[config.mk]
export PLATFORM = sky130hd
export DESIGN_NAME = writeback_unit
export DESIGN_NICKNAME = d
export VERILOG_FILES = /design/src/rtl/writeback_unit.sv
export SDC_FILE = /design/constraint.sdc
export NUM_CORES = 1
export LEC_CHECK = 0
export CORE_ASPECT_RATIO = 1.4
export CORE_MARGIN = 10
export CORE_UTILIZATION = 51
export DETAILED_ROUTE_END_ITERATION = 6
export PLACE_DENSITY = 0.8
export REMOVE_ABC_BUFFERS = 1
export SLEW_MARGIN = 10
export SYNTH_ARGS = -nofsm -noshare
export SYNTH_HDL_FRONTEND = slang
export SYNTH_SLANG_ARGS = --single-unit
[constraint.sdc]
create_clock -name clk -period 3.75 [get_ports clk]
set_input_delay 0.75 -clock clk [delete_from_list [all_inputs] [get_ports clk]]
set_output_delay 0.75 -clock clk [all_outputs]
set_load 0.01 [all_outputs]
[src/rtl/writeback_unit.sv]
// Result writeback: queues execute/memory results and retires one per cycle to register_file.
// A retiring R15 write becomes a PC redirect. Define WB_BYPASS_EN to build the queue bypass search.
module writeback_unit #(
  parameter int ADDR_W = 9,
  parameter int DATA_W = 32,
  parameter int DEPTH  = 4
) (
  input  logic              clk,
  input  logic              rst,
  input  logic              in_valid,
  output logic              in_ready,
  input  logic [ADDR_W-1:0] in_dest,
  input  logic              in_wen,
  input  logic [DATA_W-1:0] in_result,
  input  logic              in_fwen,
  input  logic [3:0]        in_flags,
  output logic [ADDR_W-1:0] A3,
  output logic [DATA_W-1:0] WD3,
  output logic              WE3,
  output logic              pc_load,
  output logic [DATA_W-1:0] pc_target,
  output logic [3:0]        flags,
  output logic              busy,
  input  logic [ADDR_W-1:0] q_addr1,
  input  logic [ADDR_W-1:0] q_addr2,
  output logic              byp_hit1,
  output logic              byp_hit2,
  output logic [DATA_W-1:0] byp_data1,
  output logic [DATA_W-1:0] byp_data2
);
  localparam int PW = $clog2(DEPTH);
  localparam int CW = PW + 1;
  localparam logic [ADDR_W-1:0] PC_REG = ADDR_W'(15);

  typedef struct packed {
    logic [ADDR_W-1:0] dest;
    logic              wen;
    logic [DATA_W-1:0] result;
    logic              fwen;
    logic [3:0]        flags;
  } entry_t;

  typedef enum logic {RUN, REDIRECT} state_t;

  entry_t            mem_q [DEPTH];
  logic [PW-1:0]     rd_ptr_q, rd_ptr_d, wr_ptr_q, wr_ptr_d;
  logic [CW-1:0]     cnt_q, cnt_d;
  state_t            state_q, state_d;
  logic [ADDR_W-1:0] a3_q, a3_d;
  logic [DATA_W-1:0] wd3_q, wd3_d, pct_q, pct_d;
  logic              we3_q, we3_d;
  logic [3:0]        flags_q, flags_d;

  entry_t head;
  logic   empty, full, pop, push, redir;

  assign head  = mem_q[rd_ptr_q];
  assign empty = (cnt_q == '0);
  assign full  = (cnt_q == CW'(DEPTH));
  assign pop   = !empty;
  assign redir = pop && head.wen && (head.dest == PC_REG);
  // Ready looks only at registered state, so the sender's valid never loops back into it.
  assign in_ready = !full && !redir;
  assign push     = in_valid && in_ready;

  always_comb begin
    state_d  = state_q;
    rd_ptr_d = rd_ptr_q;
    wr_ptr_d = wr_ptr_q;
    cnt_d    = cnt_q;
    a3_d     = a3_q;
    wd3_d    = wd3_q;
    we3_d    = 1'b0;
    pct_d    = pct_q;
    flags_d  = flags_q;
    case (state_q)
      RUN:      if (redir) state_d = REDIRECT;
      REDIRECT: state_d = RUN;
      default:  state_d = RUN;
    endcase
    if (redir) begin
      // Everything younger than the PC write is on the wrong path: drop it.
      rd_ptr_d = wr_ptr_q;
      cnt_d    = '0;
      pct_d    = head.result & ~DATA_W'(3);
    end else begin
      if (pop)  rd_ptr_d = rd_ptr_q + PW'(1);
      if (push) wr_ptr_d = wr_ptr_q + PW'(1);
      cnt_d = cnt_q + CW'(push) - CW'(pop);
      if (pop && head.wen) begin
        a3_d  = head.dest;
        wd3_d = head.result;
        we3_d = 1'b1;
      end
    end
    if (pop && head.fwen) flags_d = head.flags;
  end

  always_ff @(posedge clk) begin
    if (rst) begin
      state_q  <= RUN;
      rd_ptr_q <= '0;
      wr_ptr_q <= '0;
      cnt_q    <= '0;
      a3_q     <= '0;
      wd3_q    <= '0;
      we3_q    <= 1'b0;
      pct_q    <= '0;
      flags_q  <= '0;
    end else begin
      state_q  <= state_d;
      rd_ptr_q <= rd_ptr_d;
      wr_ptr_q <= wr_ptr_d;
      cnt_q    <= cnt_d;
      a3_q     <= a3_d;
      wd3_q    <= wd3_d;
      we3_q    <= we3_d;
      pct_q    <= pct_d;
      flags_q  <= flags_d;
    end
  end

  always_ff @(posedge clk) begin
    if (push) mem_q[wr_ptr_q] <= '{dest: in_dest, wen: in_wen, result: in_result,
                                   fwen: in_fwen, flags: in_flags};
  end

  assign A3        = a3_q;
  assign WD3       = wd3_q;
  assign WE3       = we3_q;
  assign pc_load   = (state_q == REDIRECT);
  assign pc_target = pct_q;
  assign flags     = flags_q;
  assign busy      = !empty;

`ifdef WB_BYPASS_EN
  logic [1:0][ADDR_W-1:0] qa;
  logic [1:0]             hit;
  logic [1:0][DATA_W-1:0] bdat;
  logic [PW-1:0]          bidx;

  assign qa = {q_addr2, q_addr1};

  // Scan oldest to youngest (retiring stage first) so the last match wins.
  always_comb begin
    hit  = '0;
    bdat = '0;
    bidx = '0;
    for (int p = 0; p < 2; p++) begin
      if (we3_q && (a3_q == qa[p])) begin
        hit[p]  = 1'b1;
        bdat[p] = wd3_q;
      end
      for (int k = 0; k < DEPTH; k++) begin
        bidx = rd_ptr_q + PW'(k);
        if ((CW'(k) < cnt_q) && mem_q[bidx].wen && (mem_q[bidx].dest == qa[p]) &&
            (mem_q[bidx].dest != PC_REG)) begin
          hit[p]  = 1'b1;
          bdat[p] = mem_q[bidx].result;
        end
      end
    end
  end

  assign byp_hit1  = hit[0];
  assign byp_hit2  = hit[1];
  assign byp_data1 = bdat[0];
  assign byp_data2 = bdat[1];
`else
  logic unused_q;
  assign unused_q  = ^{q_addr1, q_addr2};
  assign byp_hit1  = 1'b0;
  assign byp_hit2  = 1'b0;
  assign byp_data1 = '0;
  assign byp_data2 = '0;
`endif

endmodule

==> results of run 1 <==
## placed cells by master, fill, tap and decap left out, types with 3 or more instances in the layout
| cell | count |
|---|---|
| inv_1 | 7 |
| mux4_2 | 46 |
| nand2_1 | 142 |
| clkdlybuf4s50_1 | 127 |
| edfxtp_1 | 188 |
| diode_2 | 3 |
| clkbuf_1 | 5 |
| buf_4 | 20 |
| ha_1 | 6 |
| mux2i_1 | 5 |
| dfxtp_1 | 84 |
| clkinv_2 | 9 |
| clkbuf_16 | 27 |
| nor2_1 | 11 |
| and2_2 | 4 |
| conb_1 | 68 |
| a21oi_1 | 72 |
## power breakdown
group	switching, mW	internal (mW)	leakage [nW]
Clock	1.06	1.36	0.397
Sequential	0.213	3.69	2.42
Combinational	1.24	1.14	1.51
Total	2.52	6.19	4.33
## repair_timing
item                       4_1_cts  5_1_grt
pin swaps                        0        0
resized for setup                0        4
setup buffers                    4        0
setup endpoints to repair        1        1
## worst max-delay path: cells and delay by family, from the launching register on
kind	cells	cell delay, ns
multiplexers	1	0.51
AO/OA/AOI/OAI	1	0.09
AND/OR/NAND/NOR	2	0.59
flip-flops	1	0.45
buffers and inverters	2	0.66
## worst min path at each step
stage | endpoint | slack, ns | startpoint | cells after the start
after floorplan | pc_load | 0.46 | pc_load | 1
after global placement | pc_load | 0.41 | pc_load | 1
after detailed placement | pc_load | 0.42 | pc_load | 1
after CTS | pc_load | 0.44 | pc_load | 1
after global routing | pc_load | 0.44 | pc_load | 1
final | pc_load | 0.43 | pc_load | 1
## through the flow
step / TNS [ns] / utilization [%] / hold WS, ns
floorplan: -358.74 / - / 0.462
global placement: 0 / 57.9 / 0.409
detailed placement: 0 / 57.9 / 0.425
CTS: 0 / 61.9 / 0.435
global route: 0 / 62.0 / 0.442
finish: 0 / 62.0 / 0.434
## cell type report
cell class | count | area share (%)
clock buffers | 34 | 5.71
multi-input cells | 382 | 21.1
flip-flops and latches | 274 | 58.3
diodes | 3 | 0.0593
well taps | 256 | 2.53
clock inverters | 12 | 0.554
inverters | 7 | 0.208
repair buffers | 150 | 11.5
## registers in the layout (all words and copies together), names as in the netlist, named ones only
register   cells
A3             9
WD3           32
WE3            1
cnt_q          3
flags          4
mem_q        188
pc_load        1
pc_target     30
rd_ptr_q       2
wr_ptr_q       2
## cells by family after synthesis
group | Yosys count | share of synthesized area (%)
and+or+nand+nor | 171 | 6.81
DFF | 274 | 70.4
buffers and inverters | 112 | 6.80
AOI/OAI and AO/OA | 81 | 4.19
xor gates and xnor gates | 2 | 0.167
muxes | 53 | 10.7
adders and majority gates | 7 | 0.908
other | 1 | 0.0358
## routing by layer
layer  track usage (%)  share of wire, %  up-vias
li1                  -                 -     2692
met1              16.5                35     2939
met2              30.3                55      191
met3              4.89               7.7       30
met4              5.14               2.2        0
met5                 0                 0        -
==> impl_metrics.yaml, run 1 <==
place:
  port_buffers: 128
  place_ws_ns: 0.300
  placed_area_sq_um: 11800
  gp_congestion: 0.769
  hpwl_mm: 14.5
  place_inst: 1065
sta:
  finalHoldViolations: 0
  slew-limit-headroom_pct: 37.7
  finClkSkew_ns: 0.0105
  setup_slack_ns: 0.179
  period_minus_slack_ns: 3.57
  finalSetupViolations: 0
  period_share_pct: 95.2
  rsz0062_at_grt: "no"
  worst_slew_pin_slew_ns: 0.934
  fmax_mhz: 280
  drv_slew: 0
global_route:
  grt_pass1_wl_mm: 34.6
  grt.total_usage_pct: 16.1
  grt_max_degree: 41
  grt_overflow: 0
  first_global_vias: 6245
  grt_antenna_before_repair: 3
setup_path:
  cp_slowest_cell: "mux4_2"
  end_kind: "output pin"
  cpPeakStageDelay_ns: 0.51
  r2r_cells: 12
  regToRegEndpoint: "cnt_q[2]"
  worstSetupEndpoint: "in_ready"
  critPathMaxFanout: 10
  criticalPathCategory: "reg -> out"
  cp.required_ns: 3.00
  arrival_ns: 2.82
  r2r_slack_ns: 0.62
  crit_chain: "buf_4, mux4_2, nand2b_2, nor4_4, a21oi_1, clkdlybuf4s50_1"
  critPathLaunchType: "register"
synth:
  synth_edf_count: 188
  syn-instance-count: 701
  yosysMostFrequentCell: "edfxtp_1"
  synth_area_sq_um: 10500
  synth_top_cell_by_area: "edfxtp_1"
  synthTopCellsByArea: "edfxtp_1, dfxtp_1, mux4_2"
  async_flop_share_pct: 0
  ys_ff_latch: 274
  synth.yosys.seq_area_share_pct: 70.4
  yosys.cell_types.count: 38
  ys.warnings.count: 0
  avgSynthCellArea_sq_um: 14.9
  synth_top_area_share_pct: 53.9
  synthTopCellsByCount: "edfxtp_1, nand2_1, dfxtp_1, a21oi_1, buf_4"
  ys.flop_type: "edfxtp_1"
cells_and_area:
  final_area_sq_um: 12600
  drive_above_1_share_pct: 14.7
  seq_area_sq_um: 7370
  syn_to_final_growth_pct: 20.8
  multi_input_area_sq_um: 2670
  stdcell_count: 1118
  nets: 915
  nFillCells: 1506
floorplanning:
  die_w_microns: 141
  rows: 62
  dieArea_sq_um: 26700
  core_sq_um: 20400
  die_h_microns: 190
  ios: 215
  start_util_pct: 51.3
run:
  maxCapViolCount: 0
detailed_routing:
  wl_per_cell_microns: 19.5
  finalWirelength_mm: 21.8
  drcViolationCount: 0
  via_per_inst: 5.23
  dr.pass1.iters: 4
  vias: 5852
  drtAntennaViolNets: 0
  drt_iter0_drc: 393
clocking:
  clock_insertion_delay_worst_skew_ns: 0.51
  cts_tree: "built"
  root_buffer: "clkbuf_16"
  clock_path_buffers: 3
  cts_buffers: 25
  hold_buffers: 0
  htree_levels: 1
  clock_sinks: 274
  clk_pin_slew_worst_paths_ns: 0.06
worst_hold_path:
  hp-class: "reg -> reg"
power:
  vdd_drop_max_mv: 0.451
  power_mw: 8.71
  powerDensity_nw_per_um2: 688
  leakagePower_nw: 4.33
status:
  status: "completed"
Power figures use the tool's default switching activity.
==> run 2, diff against run 1 <==
RECOVER_POWER = 25   (was default)
==> run 2 against run 1 <==
Net effect: non-clock buffer count stayed put; sequential power hardly changed; final area hardly changed; core utilization is essentially flat; via count hardly changed; critical endpoint unchanged; sequential share of layout area is essentially flat; largest cell class unchanged; hold slack about the same; critical path type unchanged; first-iteration DRC count fell by 2.0%.
==> impl_metrics.yaml, run 2 (synthesis gave the netlist of run 1 again) <==
place:
  place_ws_ns: 0.300
  gp_congestion: 0.769
  hpwl_mm: 14.5
  port_buffers: 128
cells_and_area:
  multi_input_area_sq_um: 2670
  seq_area_sq_um: 7370
  layout_commonest_cell: "edfxtp_1"
  regMostFlops: "mem_q"
  nets: 915
  drive_above_1_share_pct: 14.7
  post-route-util_pct: 62.0
  nFillCells: 1505
  layout_common_cells: "edfxtp_1, nand2_1, clkdlybuf4s50_1"
  syn_to_final_growth_pct: 20.9
  largest_register_ffs: 188
global_route:
  grt_antenna_before_repair: 5
  grt_pass1_wl_mm: 34.6
  grt.total_usage_pct: 16.1
  grt_max_degree: 41
  grt_overflow: 0
  first_global_vias: 6245
floorplanning:
  rows: 62
  start_util_pct: 51.3
  die_w_microns: 141
  ios: 215
  dieArea_sq_um: 26700
  core_sq_um: 20400
  die_h_microns: 190
clocking:
  cts_tree: "built"
  clock_path_buffers: 3
  clk_pin_slew_worst_paths_ns: 0.06
  cts_buffers: 25
  root_buffer: "clkbuf_16"
  clock_insertion_delay_worst_skew_ns: 0.51
  clock_sinks: 274
  hold_buffers: 0
  htree_levels: 1
sta:
  slew-limit-headroom_pct: 37.2
  rsz0062_at_grt: "no"
  period_share_pct: 95.3
  holdWs_ns: 0.434
  drv_slew: 0
  fmax_mhz: 280
  setup_slack_ns: 0.177
  finalHoldViolations: 0
  finalSetupViolations: 0
  finClkSkew_ns: 0.0114
  worst_slew_pin_slew_ns: 0.943
  period_minus_slack_ns: 3.57
detailed_routing:
  drt_iter0_drc: 385
  finalWirelength_mm: 21.9
  dr.pass1.iters: 6
  vias: 5848
  via_per_inst: 5.22
  drtAntennaViolNets: 0
  wl_per_cell_microns: 19.5
  drcViolationCount: 0
setup_path:
  end_kind: "output pin"
  criticalPathCategory: "reg -> out"
  arrival_ns: 2.82
  critPathLaunchType: "register"
  cp.required_ns: 3.00
  critPathMaxFanout: 10
run:
  maxCapViolCount: 0
worst_hold_path:
  hp-class: "reg -> reg"
power:
  vdd_drop_max_mv: 0.451
  powerDensity_nw_per_um2: 688
  leakagePower_nw: 4.34
  power_mw: 8.71
status:
  status: "completed"
-- run 2: cell types whose count changed in the layout (fill, tap and decap cells not counted) --
cell	before	now
diode_2	3	5
dlygate4sd3_1	0	35
clkdlybuf4s50_1	127	92
-- run 2: routing by layer --
metal	part of all wire [%]	wire length (microns)	track usage [%]
met5	0	0	0
met4	2.1	452	5.14
met3	7.5	1640	4.89
met2	55	12000	30.3
met1	36	7840	16.5
-- run 2: repair_timing --
item                                   4_1_cts  5_1_grt
buffers inserted                             4        0
endpoints found under the hold margin        0        0
resized for setup                            0        4
setup endpoints to repair                    1        1
pin swaps                                    0        0
-- run 2: cell type report --
cell class                      instances  share of cell area [%]
Tap cell                              256                    2.53
Clock buffer                           34                    5.70
Clock inverter                         12                   0.554
Inverter                                7                   0.208
Sequential cell                       274                    58.3
Antenna cell                            5                  0.0989
Timing Repair Buffer                  150                    11.5
Multi-Input combinational cell        382                    21.1
-- run 2: path summary, 6_finish.rpt --
| path | start | to | slack [ns] | cells past startpoint |
|---|---|---|---|---|
| setup / recovery | register | in_ready | 0.18 | 6 |
| hold / removal | pc_load | pc_load | 0.43 | 1 |
| setup reg to reg | register | cnt_q[2] | 0.62 | 12 |
| hold reg to reg | pc_load | pc_load | 0.43 | 1 |
-- run 2: worst max-delay path: stages (launching register included) --
cell             delay (ns)
dfxtp_4                0.45
buf_4                  0.17
mux4_2                 0.51
nand2b_2               0.27
nor4_4                 0.32
a21oi_1                0.09
clkdlybuf4s50_1        0.49
-- run 2: stage by stage --
step           setup TNS [ns]  instance area (sq um)  instances
3_3_place_gp                0                  11800       1065
2_1_floorplan         -358.74                  10000        663
4_1_cts                     0                  12600       1115
6_report                    0                  12700       1120
3_5_place_dp                0                  11800       1065
5_1_grt                     0                  12700       1119
-- run 2: power by group --
part	total [mW]	leakage, nW	switching [mW]	internal (mW)
sequential	3.90	2.42	0.213	3.69
clock	2.42	0.397	1.06	1.36
combinational	2.38	1.52	1.25	1.13
==> run 3, diff against run 2 <==
--- a/config.mk
+++ b/config.mk
@@ -13,5 +13,4 @@
 export RECOVER_POWER = 25
 export REMOVE_ABC_BUFFERS = 1
-export SLEW_MARGIN = 10
 export SYNTH_ARGS = -nofsm -noshare
 export SYNTH_HDL_FRONTEND = slang
==> constraint.sdc (replaced) <==
create_clock -name clk -period 3.75 [get_ports clk]
set_input_delay 0.9375 -clock clk [delete_from_list [all_inputs] [get_ports clk]]
set_output_delay 0.9375 -clock clk [all_outputs]
set_load 0.01 [all_outputs]
==> run 3 against run 2 <==
Net effect: non-clock buffer count down 2; highest routed layer unchanged; critical endpoint unchanged; critical path type unchanged; clock skew down 0.0036 ns; combinational power about the same; first-iteration DRC count down 44%.
==> impl_metrics.yaml, run 3 (synthesis gave the netlist of run 1 again) <==
status:
  status: "completed"
floorplanning:
  core_sq_um: 20400
  dieArea_sq_um: 26700
  ios: 215
  start_util_pct: 51.3
  die_w_microns: 141
  rows: 62
  die_h_microns: 190
cells_and_area:
  layout_commonest_cell: "edfxtp_1"
  largest_register_ffs: 188
  post-route-util_pct: 62.1
  drive_above_1_share_pct: 13.8
  nets: 913
  final_area_sq_um: 12700
  regMostFlops: "mem_q"
  syn_to_final_growth_pct: 20.9
  layout_common_cells: "edfxtp_1, nand2_1, clkdlybuf4s50_1"
place:
  port_buffers: 128
  hpwl_mm: 14.4
  placed_area_sq_um: 11800
  gp_congestion: 0.772
worst_hold_path:
  hp-class: "reg -> reg"
  holdCritStartpoint: "pc_target[24]"
power:
  leakagePower_nw: 4.32
  powerDensity_nw_per_um2: 688
  vdd_drop_max_mv: 0.466
detailed_routing:
  dr_wl_met3_mm: 1.72
  wl_met1_mm: 7.82
  top_layer_used: "met4"
  via_per_inst: 5.21
  wl_per_cell_microns: 19.9
  drcViolationCount: 0
  wl_met2_mm: 12.2
  dr.pass1.iters: 4
  drtAntennaViolNets: 0
  drt_iter0_drc: 215
  finalWirelength_mm: 22.2
  vias: 5819
clocking:
  cts_tree: "built"
  htree_levels: 1
  root_buffer: "clkbuf_16"
  cts_buffers: 25
  clock_insertion_delay_worst_skew_ns: 0.51
  clk_pin_slew_worst_paths_ns: 0.06
  clock_path_buffers: 3
  clock_sinks: 274
setup_path:
  critPathMaxFanout: 6
  criticalPathCategory: "reg -> out"
  end_kind: "output pin"
  cp.required_ns: 2.81
  r2r_slack_ns: 0.45
  critPathLaunchType: "register"
  arrival_ns: 2.59
sta:
  finalSetupViolations: 0
  rsz0062_at_grt: "no"
  finalHoldViolations: 0
  period_share_pct: 94.1
  worst_slew_pin_slew_ns: 0.933
  period_minus_slack_ns: 3.53
  drv_slew: 0
  finClkSkew_ns: 0.00773
  fmax_mhz: 283
  slew-limit-headroom_pct: 37.8
  holdWs_ns: 0.449
global_route:
  grt_overflow: 0
  first_global_vias: 6249
  grt_pass1_wl_mm: 34.8
  grt_max_degree: 41
  grt_antenna_before_repair: 5
  grt.total_usage_pct: 16.3
run:
  maxCapViolCount: 0
==> run 3: cell types whose count changed in the layout (fill, tap and decap cells not counted), sizes merged <==
cell         delta
buf             -2
bufinv          +1
clkbuf          -1
clkinv          +2
clkinvlp        -1
dlygate4sd2     +1
dlygate4sd3     -1
inv             -2
==> run 3: final cells by class <==
type                       instances  area, sq um
fill                            1533         7740
sequential                       274         7370
multi-input combinational        382         2680
timing repair buffer             148         1470
clock buffer                      33          697
tap                              256          320
clock inverter                    12         81.3
inverter                           7         26.3
antenna                            5         12.5
==> run 3: worst paths after layout <==
| path | depth (start not counted) | endpoint |
|---|---|---|
| worst min register to register | 2 | pc_target[24] |
| worst min-delay path | 2 | pc_target[24] |
| worst max-delay path | 6 | in_ready |
| worst max register to register | 13 | cnt_q[2] |
==> run 3: critical path, cell delays in order (launching register included) <==
cell and delay [ns]:
dfxtp_4 0.41, buf_2 0.22, mux4_1 0.62, or3b_4 0.32
nor4_4 0.06, a21oi_1 0.16, dlygate4sd2_1 0.30
==> run 3: repair_timing <==
item / in CTS / in global routing
buffers inserted: 5 / 0
hold endpoints to repair: 0 / 0
hold buffers: 0 / 0
gates resized for setup: 6 / 0
setup endpoints to repair: 1 / 0
==> run 3: per-stage QoR <==
step | setup slack (ns) | setup TNS, ns | power [mW] | instances
2_1_floorplan | -2.05 | -358.93 | 5.33 | 663
3_3_place_gp | 0.361 | 0 | 6.30 | 1062
3_5_place_dp | 0.357 | 0 | 6.36 | 1062
4_1_cts | 0.205 | 0 | 8.83 | 1112
5_1_grt | 0.0861 | 0 | 9.18 | 1116
6_report | 0.221 | 0 | 8.71 | 1117
==> run 3: power breakdown <==
group | switching, mW | internal [mW] | leakage (nW) | total [mW]
clock network | 1.04 | 1.37 | 0.384 | 2.41
logic | 1.27 | 1.14 | 1.51 | 2.41
registers | 0.202 | 3.69 | 2.42 | 3.89
total | 2.51 | 6.20 | 4.32 | 8.71
==> run 3: layer usage <==
metal,track usage [%],vias up
met4,5.93,0
met2,29.9,193
met1,17.1,2904
met3,4.97,39
met5,0,-
li1,-,2683
